**src/rtl/sobel_grad_sq_stream_if.sv**
```systemverilog
// Pixel-in / squared-gradient-out stream bundle for the Sobel front end.
// The master side drives pixels; the slave side is the Sobel block itself.
interface sobel_grad_sq_stream_if #(
    parameter int PIX_W = 8,
    parameter int R_W   = 16
);
    logic             sof;
    logic             pix_valid;
    logic [PIX_W-1:0] pix_in;
    logic             r_valid;
    logic [R_W-1:0]   r_out;

    modport master (
        output sof, pix_valid, pix_in,
        input  r_valid, r_out
    );

    modport slave (
        input  sof, pix_valid, pix_in,
        output r_valid, r_out
    );
endinterface

```
**src/rtl/sobel_grad_sq_stream.sv**
```systemverilog
// Streaming 3x3 Sobel front end: two line buffers feed a shift window, then
// Gx/Gy -> squares -> saturated Gx^2+Gy^2, sized to drive the sqrt stage directly.
module sobel_grad_sq_stream #(
    parameter int IMG_W = 16,
    parameter int PIX_W = 8,
    parameter int R_W   = 16
) (
    input  logic                 clk,
    input  logic                 rst_n,
    sobel_grad_sq_stream_if.slave bus
);
    localparam int COL_W = (IMG_W > 1) ? $clog2(IMG_W) : 1;
    localparam int G_W   = PIX_W + 3;
    localparam int A_W   = PIX_W + 2;
    localparam int SQ_W  = 2 * A_W;
    localparam int SUM_W = SQ_W + 1;
    localparam int CMP_W = (SUM_W > R_W) ? SUM_W : R_W;
    localparam logic [COL_W-1:0] LAST_COL = COL_W'(IMG_W - 1);

    logic                    accept;
    logic [COL_W-1:0]        col, col_eff, col_next;
    logic [1:0]              row, row_eff, row_next;
    logic                    launch;

    logic [PIX_W-1:0]        lb_r1 [IMG_W];
    logic [PIX_W-1:0]        lb_r2 [IMG_W];
    logic [PIX_W-1:0]        up1, up2;
    logic [PIX_W-1:0]        win [3][3];
    logic                    win_v;

    logic signed [G_W-1:0]   gx, gy, s1_gx, s1_gy, gx_neg, gy_neg;
    logic [A_W-1:0]          gx_abs, gy_abs;
    logic                    s1_v;
    logic [SQ_W-1:0]         s2_gx2, s2_gy2;
    logic                    s2_v;
    logic [SUM_W-1:0]        sum;
    logic [R_W-1:0]          r_sat, r_out_q;
    logic                    r_valid_q;

    function automatic logic signed [G_W-1:0] ext(input logic [PIX_W-1:0] p);
        return signed'({3'b000, p});
    endfunction

    assign accept = bus.pix_valid;

    // sof re-anchors the incoming pixel at (0,0); row only needs to count up to 2
    always_comb begin
        col_eff = bus.sof ? '0 : col;
        row_eff = bus.sof ? 2'd0 : row;
        if (col_eff == LAST_COL) begin
            col_next = '0;
            row_next = (row_eff == 2'd2) ? 2'd2 : row_eff + 2'd1;
        end else begin
            col_next = col_eff + COL_W'(1);
            row_next = row_eff;
        end
        launch = accept && (row_eff == 2'd2) && (col_eff >= COL_W'(2));
    end

    always_ff @(posedge clk or negedge rst_n) begin
        if (!rst_n) begin
            col <= '0;
            row <= 2'd0;
        end else if (accept) begin
            col <= col_next;
            row <= row_next;
        end
    end

    assign up1 = lb_r1[col_eff];
    assign up2 = lb_r2[col_eff];

    always_ff @(posedge clk) begin
        if (accept) begin
            lb_r1[col_eff] <= bus.pix_in;
            lb_r2[col_eff] <= up1;
        end
    end

    always_ff @(posedge clk or negedge rst_n) begin
        if (!rst_n) begin
            for (int i = 0; i < 3; i++)
                for (int j = 0; j < 3; j++)
                    win[i][j] <= '0;
            win_v <= 1'b0;
        end else begin
            win_v <= launch;
            if (accept) begin
                for (int i = 0; i < 3; i++) begin
                    win[i][0] <= win[i][1];
                    win[i][1] <= win[i][2];
                end
                win[0][2] <= up2;
                win[1][2] <= up1;
                win[2][2] <= bus.pix_in;
            end
        end
    end

    // Row index 0 is the oldest line, column index 0 the oldest column
    always_comb begin
        gx = (ext(win[0][2]) + (ext(win[1][2]) <<< 1) + ext(win[2][2]))
           - (ext(win[0][0]) + (ext(win[1][0]) <<< 1) + ext(win[2][0]));
        gy = (ext(win[2][0]) + (ext(win[2][1]) <<< 1) + ext(win[2][2]))
           - (ext(win[0][0]) + (ext(win[0][1]) <<< 1) + ext(win[0][2]));
    end

    always_comb begin
        gx_neg = -s1_gx;
        gy_neg = -s1_gy;
        gx_abs = s1_gx[G_W-1] ? gx_neg[A_W-1:0] : s1_gx[A_W-1:0];
        gy_abs = s1_gy[G_W-1] ? gy_neg[A_W-1:0] : s1_gy[A_W-1:0];
        sum    = {1'b0, s2_gx2} + {1'b0, s2_gy2};
        r_sat  = (CMP_W'(sum) > CMP_W'({R_W{1'b1}})) ? '1 : R_W'(sum);
    end

    always_ff @(posedge clk or negedge rst_n) begin
        if (!rst_n) begin
            s1_v      <= 1'b0;
            s1_gx     <= '0;
            s1_gy     <= '0;
            s2_v      <= 1'b0;
            s2_gx2    <= '0;
            s2_gy2    <= '0;
            r_valid_q <= 1'b0;
            r_out_q   <= '0;
        end else begin
            s1_v      <= win_v;
            s2_v      <= s1_v;
            r_valid_q <= s2_v;
            if (win_v) begin
                s1_gx <= gx;
                s1_gy <= gy;
            end
            if (s1_v) begin
                s2_gx2 <= gx_abs * gx_abs;
                s2_gy2 <= gy_abs * gy_abs;
            end
            if (s2_v)
                r_out_q <= r_sat;
        end
    end

    assign bus.r_valid = r_valid_q;
    assign bus.r_out   = r_out_q;

endmodule

```
**src/flat_wrapper.sv**
```systemverilog
// flat-port wrapper written by rule: the top's interface ports become plain ports
module sobel_grad_sq_stream_flat 
#(
    parameter int IMG_W = 16,
    parameter int PIX_W = 8,
    parameter int R_W   = 16
)
  (clk, rst_n, bus_sof, bus_pix_valid, bus_pix_in, bus_r_valid, bus_r_out);
  sobel_grad_sq_stream_if #(.PIX_W(PIX_W), .R_W(R_W)) bus_i ();
  input  logic clk;
  input  logic rst_n;
  input wire logic [$bits(bus_i.sof)-1:0] bus_sof;
  input wire logic [$bits(bus_i.pix_valid)-1:0] bus_pix_valid;
  input wire logic [$bits(bus_i.pix_in)-1:0] bus_pix_in;
  output wire logic [$bits(bus_i.r_valid)-1:0] bus_r_valid;
  output wire logic [$bits(bus_i.r_out)-1:0] bus_r_out;
  assign bus_i.sof = bus_sof;
  assign bus_i.pix_valid = bus_pix_valid;
  assign bus_i.pix_in = bus_pix_in;
  assign bus_r_valid = bus_i.r_valid;
  assign bus_r_out = bus_i.r_out;
  sobel_grad_sq_stream #(.IMG_W(IMG_W), .PIX_W(PIX_W), .R_W(R_W)) u_core (.clk(clk), .rst_n(rst_n), .bus(bus_i));
endmodule
```
**config.mk**
```make
export PLATFORM = sky130hd
export DESIGN_NAME = sobel_grad_sq_stream_flat
export DESIGN_NICKNAME = d
export VERILOG_FILES = /design/src/rtl/sobel_grad_sq_stream_if.sv /design/src/rtl/sobel_grad_sq_stream.sv /design/src/flat_wrapper.sv
export SDC_FILE = /design/constraint.sdc
export NUM_CORES = 1
export LEC_CHECK = 0
export BUFFER_PORTS_ARGS = -buffer_cell sky130_fd_sc_hd__buf_2
export CAP_MARGIN = 20
export CORE_UTILIZATION = 40
export CTS_BUF_LIST = sky130_fd_sc_hd__clkbuf_4
export DETAILED_ROUTE_END_ITERATION = 10
export GPL_ROUTABILITY_DRIVEN = 0
export PLACE_DENSITY_LB_ADDON = 0.12
export SETUP_SLACK_MARGIN = 0.3
export SLEW_MARGIN = 15
export SYNTH_ARGS = -nofsm -noshare
export SYNTH_HDL_FRONTEND = slang
export SYNTH_SLANG_ARGS = --single-unit
export TNS_END_PERCENT = 30
```
**constraint.sdc**
```tcl
create_clock -name clk -period 6.19 [get_ports clk]
set_input_delay 0.3095 -clock clk [delete_from_list [all_inputs] [get_ports clk]]
set_output_delay 0.3095 -clock clk [all_outputs]
set_load 0.02 [all_outputs]
```
# Word level (Yosys, flattened, before mapping)
# Memories as Yosys holds them, arrays and structs flattened. A register that Yosys moved wholly into a read port is not among the register bits.
# Cells that the tools add are included.
totals:
  reg_bits: 152
  ramBits: 256
  output_inout_bits: 17
  elab_cells: 55
  n_memories: 2
op_classes:
  add_sub_neg: 15
  multipliers: 2
  magnitude_cmp: 2
  n_eq_ne: 2
  muxes: 10
  n_reduce_logical: 3
mem_list:
  columns: ["name", "depth", "word_bits", "rd", "rd_ports_with_merged_regs", "write_ports", "line_no", "text"]
  rows:
  - ["u_core.lb_r1", 16, 8, 1, 0, 1, "sobel_grad_sq_stream.sv:25", "logic [PIX_W-1:0] lb_r1 [IMG_W];"]
  - ["u_core.lb_r2", 16, 8, 1, 1, 1, "sobel_grad_sq_stream.sv:26", "logic [PIX_W-1:0] lb_r2 [IMG_W];"]
ops:
  columns: ["op", "n"]
  rows:
  - ["adder 11 x 9 -> 11 bit", 4]
  - ["adder 8 x 9 -> 10 bit", 4]
  - ["multiplier 10 x 10 -> 20 bit", 2]
  - ["subtractor 11 bit", 2]
  - ["adder 20 x 20 -> 21 bit", 1]
  - ["> comparator 21 x 16 -> 1 bit (second input constant)", 1]
  - ["2-to-1 mux 10 bit", 2]
  - ["negation 10 bit", 2]
  - ["2-to-1 mux 16 bit", 1]
  - ["2-to-1 mux 4 bit", 2]
  - ["2-to-1 mux 2 bit", 3]
  - ["adder 4 x 1 -> 4 bit (second input constant)", 1]
  - ["== test 4 bit (second input constant)", 1]
  - ["greater-or-equal comparator 4 x 2 -> 1 bit (second input constant)", 1]
  - ["adder 2 x 1 -> 2 bit (second input constant)", 1]
  - ["== test 2 bit (second input constant)", 1]
  - ["logical AND 1 bit", 2]
  - ["2-to-1 mux 1 bit", 2]
  - ["logical NOT 1 bit", 1]

# Depth between registers and ports, before layout
depth:
  ltp_word: 4
  ltp_mapped: 27
  ltp_nobuf: 26

# Worst setup path after synthesis
# No wires, ideal clock.
synth_path:
  kind: "register to register"
  start: "reg u_core.s1_gy[0]"
  end: "reg u_core.s2_gy2[19]"
  setup_time_ns: 0.120
  arrival_time_ns: 6.029
  required_ns: 6.070
  path_slack_ns: 0.041
  path_stages_with_launch: 26
  path_buffers: 1
  period_less_slack_ns: 6.149
  cell_sequence: "dfrtp_1 clkbuf_1 clkinv_1 ha_1 a21boi_0 xor2_1 inv_1 nor2_1 fa_1 ha_1 inv_1 fa_1 inv_1 fa_1 inv_1 fa_1 inv_1 ha_1 nand2_1 nor2_1 and3_1 o41a_1 a21oi_2 a2111oi_1 or3_1 a31o_1"
synth_via:
  elab_chain_cells: 3
synth_lines:
  columns: ["element", "line_no", "text"]
  rows:
  - ["start, declared", "sobel_grad_sq_stream.sv:31", "logic signed [G_W-1:0] gx, gy, s1_gx, s1_gy, gx_neg, gy_neg;"]
  - ["start signal, assigned", "sobel_grad_sq_stream.sv:133", "s1_gy <= gy;"]
  - ["negation 10 bit", "sobel_grad_sq_stream.sv:110", "gy_neg = -s1_gy;"]
  - ["2-to-1 mux 10 bit *", "sobel_grad_sq_stream.sv:112", "gy_abs = s1_gy[G_W-1] ? gy_neg[A_W-1:0] : s1_gy[A_W-1:0];"]
  - ["multiplier 10 x 10 -> 20 bit *", "sobel_grad_sq_stream.sv:137", "s2_gy2 <= gy_abs * gy_abs;"]
  - ["end signal, assigned", "sobel_grad_sq_stream.sv:137", null]
  - ["end, declared", "sobel_grad_sq_stream.sv:34", "logic [SQ_W-1:0] s2_gx2, s2_gy2;"]
# Mark *: on every way between the ends. The rest lies on a longest branch, timed or not.
# A chain may end at the register's enable or synchronous reset.

# Worst setup path in the final report
layout_path:
  start: "reg u_core.s1_gy[10]"
  end: "reg u_core.s2_gy2[19]"
layout_via:
  elab_chain_cells: 2
layout_lines:
  columns: ["element", "line_no"]
  rows:
  - ["2-to-1 mux 10 bit", "sobel_grad_sq_stream.sv:112"]
  - ["multiplier 10 x 10 -> 20 bit", "sobel_grad_sq_stream.sv:137"]
# Every way passes these cells.

==> run_results.csv <==
group,metric,value,unit
run_status,status,"complete, no violations",
power,peakVddDrop,0.6755,mV
global_routing,grt_overflow,0,
placed_design,hpwl,40600,um
critical_path,path_delay_family,"adder cells",
sta,min_period,5.848,ns
yosys,synthFlopType,"edfxtp_1",
job,drv_cap,0,
cells_and_area,fin_area,28890,um^2
sta,fin_skew,0.07532,ns
yosys,synth-xor-area-share,3.973,%
cells_and_area,drive_gt1_share,23.90,%
yosys,netlist_area,24910,um^2
yosys,synth_cell_types,69,
sta,slew_viol_final,0,
die,num_rows,91,
sta,slew_headroom,34.63,%
critical_path,crit_path_start_kind,"register",
placed_design,io_buffers,28,
cts,clock-root-buffer,"clkbuf_4",
cts,clock_sinks,414,
cells_and_area,fillers,5690,
yosys,ys_warn_count,0,
sta,hold_viol,0,
min_path,hp-class,"input pin to asynchronous set/reset pin",
detailed_routing,route.vias.total,16390,
die,start_util,40.44,%
cts,clockBufferDepth,3,
detailed_routing,wl,60620,um
yosys,synth_top_family_by_area,"adder cells",
sta,whs,0.1066,ns
yosys,synth_compound_area_share,10.60,%
cells_and_area,multiInputGateArea,12790,um^2
global_routing,grt_antenna_before_repair,2,
sta,setup-tns-final,0,ns
critical_path,crit_type,"register to register",
critical_path,worstPathRequired,6.90,ns
die,design.core.area,61600,um^2
cts,clock_latency,0.90,ns
global_routing,grt_pass1_wl,95230,um
placed_design,pre_cts_slack,-0.007357,ns
yosys,yosysSeqAreaShare,46.73,%
cts,htreeDepth,3,
sta,fmax,0.1710,GHz
power,total_power,11.99,mW
die,die_area,63280,um^2
detailed_routing,drt_iter0_markers,830,
sta,tightest_slew,0.9752,ns
sta,period_share,94.48,%
detailed_routing,post_drt_wl_per_cell,18.96,um
critical_path,worstPathArrival,6.56,ns
yosys,avgSynthCellArea,12.02,um^2
yosys,yosys_register_bits,414,
global_routing,grt_use_total,19.58,%
cells_and_area,finalNonFillerCells,3197,
cells_and_area,nets,2583,
sta,setup_viol,0,
die,die_h,251.6,um
sta,rsz0062_at_grt,"true",
critical_path,end_kind,"register",
power,power-per-cell-area,415.0,nW/um^2
yosys,syn-num-nets,2392,
detailed_routing,via_per_inst,5.126,
global_routing,first_global_vias,17190,
power,total_leakage_power,12.82,nW
critical_path,path_buf_inv,6,
yosys,muxShareOfSynthArea,8.122,%
critical_path,cp_common_cell,"fa_1",
critical_path,critPathMaxStageDelay,0.56,ns
yosys,netlist_instances,2072,
critical_path,cpMaxStageDelayCell,"dfrtp_2",
critical_path,crit_path_cell_trace,"o21ai_1 > xnor2_2 > clkinv_1 > buf_4 > fa_1 > inv_1 > fa_1 > ha_1 > fa_1 > inv_1 > fa_1 > inv_1 > ha_4 > inv_2 > nor2_1 > and3_1 > o41a_1 > a21oi_2 > a2111oi_2 > or3_1 > a31o_1",
sta,layout_setup_ws,0.3417,ns
yosys,yosys.area_share.simple,6.745,%
global_routing,grt_max_degree,85,
placed_design,numPlacedInstances,2925,
cells_and_area,utilization,46.90,%
yosys,ys_async_sr_fraction,38.16,%
cells_and_area,regArea,11650,um^2
cells_and_area,area_growth_syn_to_layout,15.97,%
die,io_pins,29,
detailed_routing,detail-route-antenna-nets,0,
yosys,synth-edff-count,256,
critical_path,critPathMaxFanout,10,
die,die_x,251.6,um
placed_design,dpl_cell_area,26390,um^2
cts,cts_made_buffers,112,
cts,cts_tree,"built",
cts,path_clk_slew,0.08,ns
detailed_routing,first_pass_iters,5,
yosys,synthAdderAreaFrac,19.36,%
detailed_routing,post-route-drc-count,0,
==> Yosys cell counts, drive strengths merged (21+ instances only) <==
master / instances / area (um^2)
xnor2: 82 / 718.2
buf: 21 / 90.09
mux2i: 69 / 694.4
nand2: 96 / 360.4
fa: 129 / 2582
nor3: 26 / 130.1
and2: 51 / 319.1
mux2: 118 / 1329
edfxtp: 256 / 7687
clkbuf: 49 / 183.9
nor2: 138 / 518.0
inv: 221 / 829.6
dfrtp: 158 / 3954
ha: 179 / 2240
a21o: 28 / 210.2
a211oi: 76 / 570.6
o21ai: 46 / 234.0
a21oi: 125 / 644.4
xor2: 31 / 271.5
==> sequential cells by signal, summed over array words and instances (netlist names) <==
register	flops
u_core.win	72
u_core.lb_r2	128
u_core.win_v	1
u_core.s2_gy2	19
u_core.row	2
u_core.s2_v	1
u_core.lb_r1	128
u_core.bus.r_out	16
u_core.s1_v	1
u_core.bus.r_valid	1
u_core.s1_gy	11
u_core.s1_gx	11
u_core.s2_gx2	19
u_core.col	4
==> layout by cell type, fill, tap and decap left out, types with 9 or more instances in the layout <==
cell type / instances
o21ai_0: 32
ha_1: 161
buf_2: 26
nor2b_1: 10
o22ai_1: 9
o21a_1: 12
clkinv_1: 32
and2_1: 49
dfrtp_1: 150
clkbuf_4: 164
o21bai_1: 18
xor2_1: 29
a31oi_1: 12
nor2_1: 113
inv_2: 12
a21oi_1: 114
nand2_1: 87
fa_1: 126
xnor2_1: 73
a21oi_2: 11
edfxtp_1: 256
dlygate4sd3_1: 12
nor3_1: 22
ha_4: 15
a211oi_1: 73
mux2_2: 118
a21o_1: 28
inv_1: 210
nor2_2: 23
mux2i_1: 68
o22a_1: 16
buf_4: 101
==> final cells by class <==
class	instances	share of cell area, %
Multi-Input combinational cell	1364	44.27
Sequential cell	414	40.34
Clock buffer	164	4.262
Timing Repair Buffer	147	3.872
Tap cell	837	3.625
Inverter	224	2.919
Clock inverter	43	0.6756
Antenna cell	4	0.03465
==> cells by family after synthesis <==
kind of cell	Yosys count
xor+xnor	113
buf+inv	294
compound gates	392
simple gates	364
flops	414
fa+ha+maj	308
mux	187
==> routing by layer <==
metal	GRT usage [%]	part of all wire, %	vias up
met1	24.79	44	8229
met2	33.85	50	290
li1	-	-	7770
met5	0	0	-
met3	3.539	3.6	99
met4	6.115	2.2	0
==> worst register-to-register path: cells and delay by family (launching register included) <==
kind,cells,cell delay [ns]
AOI/OAI and AO/OA,5,1.14
xor gates and xnor gates,1,0.29
adders and majority gates,6,2.50
buffers and inverters,6,0.63
DFF,1,0.56
and+or+nand+nor,3,0.56
==> power by group <==
| group | internal, mW | switching [mW] |
|---|---|---|
| clock | 1.22 | 1.19 |
| combinational | 2.67 | 3.50 |
| sequential | 3.23 | 0.180 |
==> worst paths after layout <==
| path | start | endpoint | slack (ns) | cells past startpoint |
|---|---|---|---|---|
| max | u_core.s1_gy[10] | u_core.s2_gy2[19] | 0.34 | 21 |
| min | rst_n | u_core.s2_gx2[6] | 0.11 | 2 |
| max reg2reg | u_core.s1_gy[10] | u_core.s2_gy2[19] | 0.34 | 21 |
| min reg2reg | u_core.bus.r_out[8] | u_core.bus.r_out[8] | 0.50 | 1 |
| max in group asynchronous | rst_n | u_core.win[5] | 4.84 | 4 |
| min in group clk | bus_pix_in[2] | u_core.lb_r1[10][2] | 0.39 | 2 |
==> repair_timing <==
| item | CTS | global route |
|---|---|---|
| buffers inserted | 35 | 13 |
| pin swaps | 28 | 45 |
| endpoints found under the hold margin | 228 | 0 |
| setup endpoints to repair | 14 | 17 |
| gates resized for setup | 66 | 46 |
| hold buffers | 12 | 0 |
(Power assumes the default switching activity.)
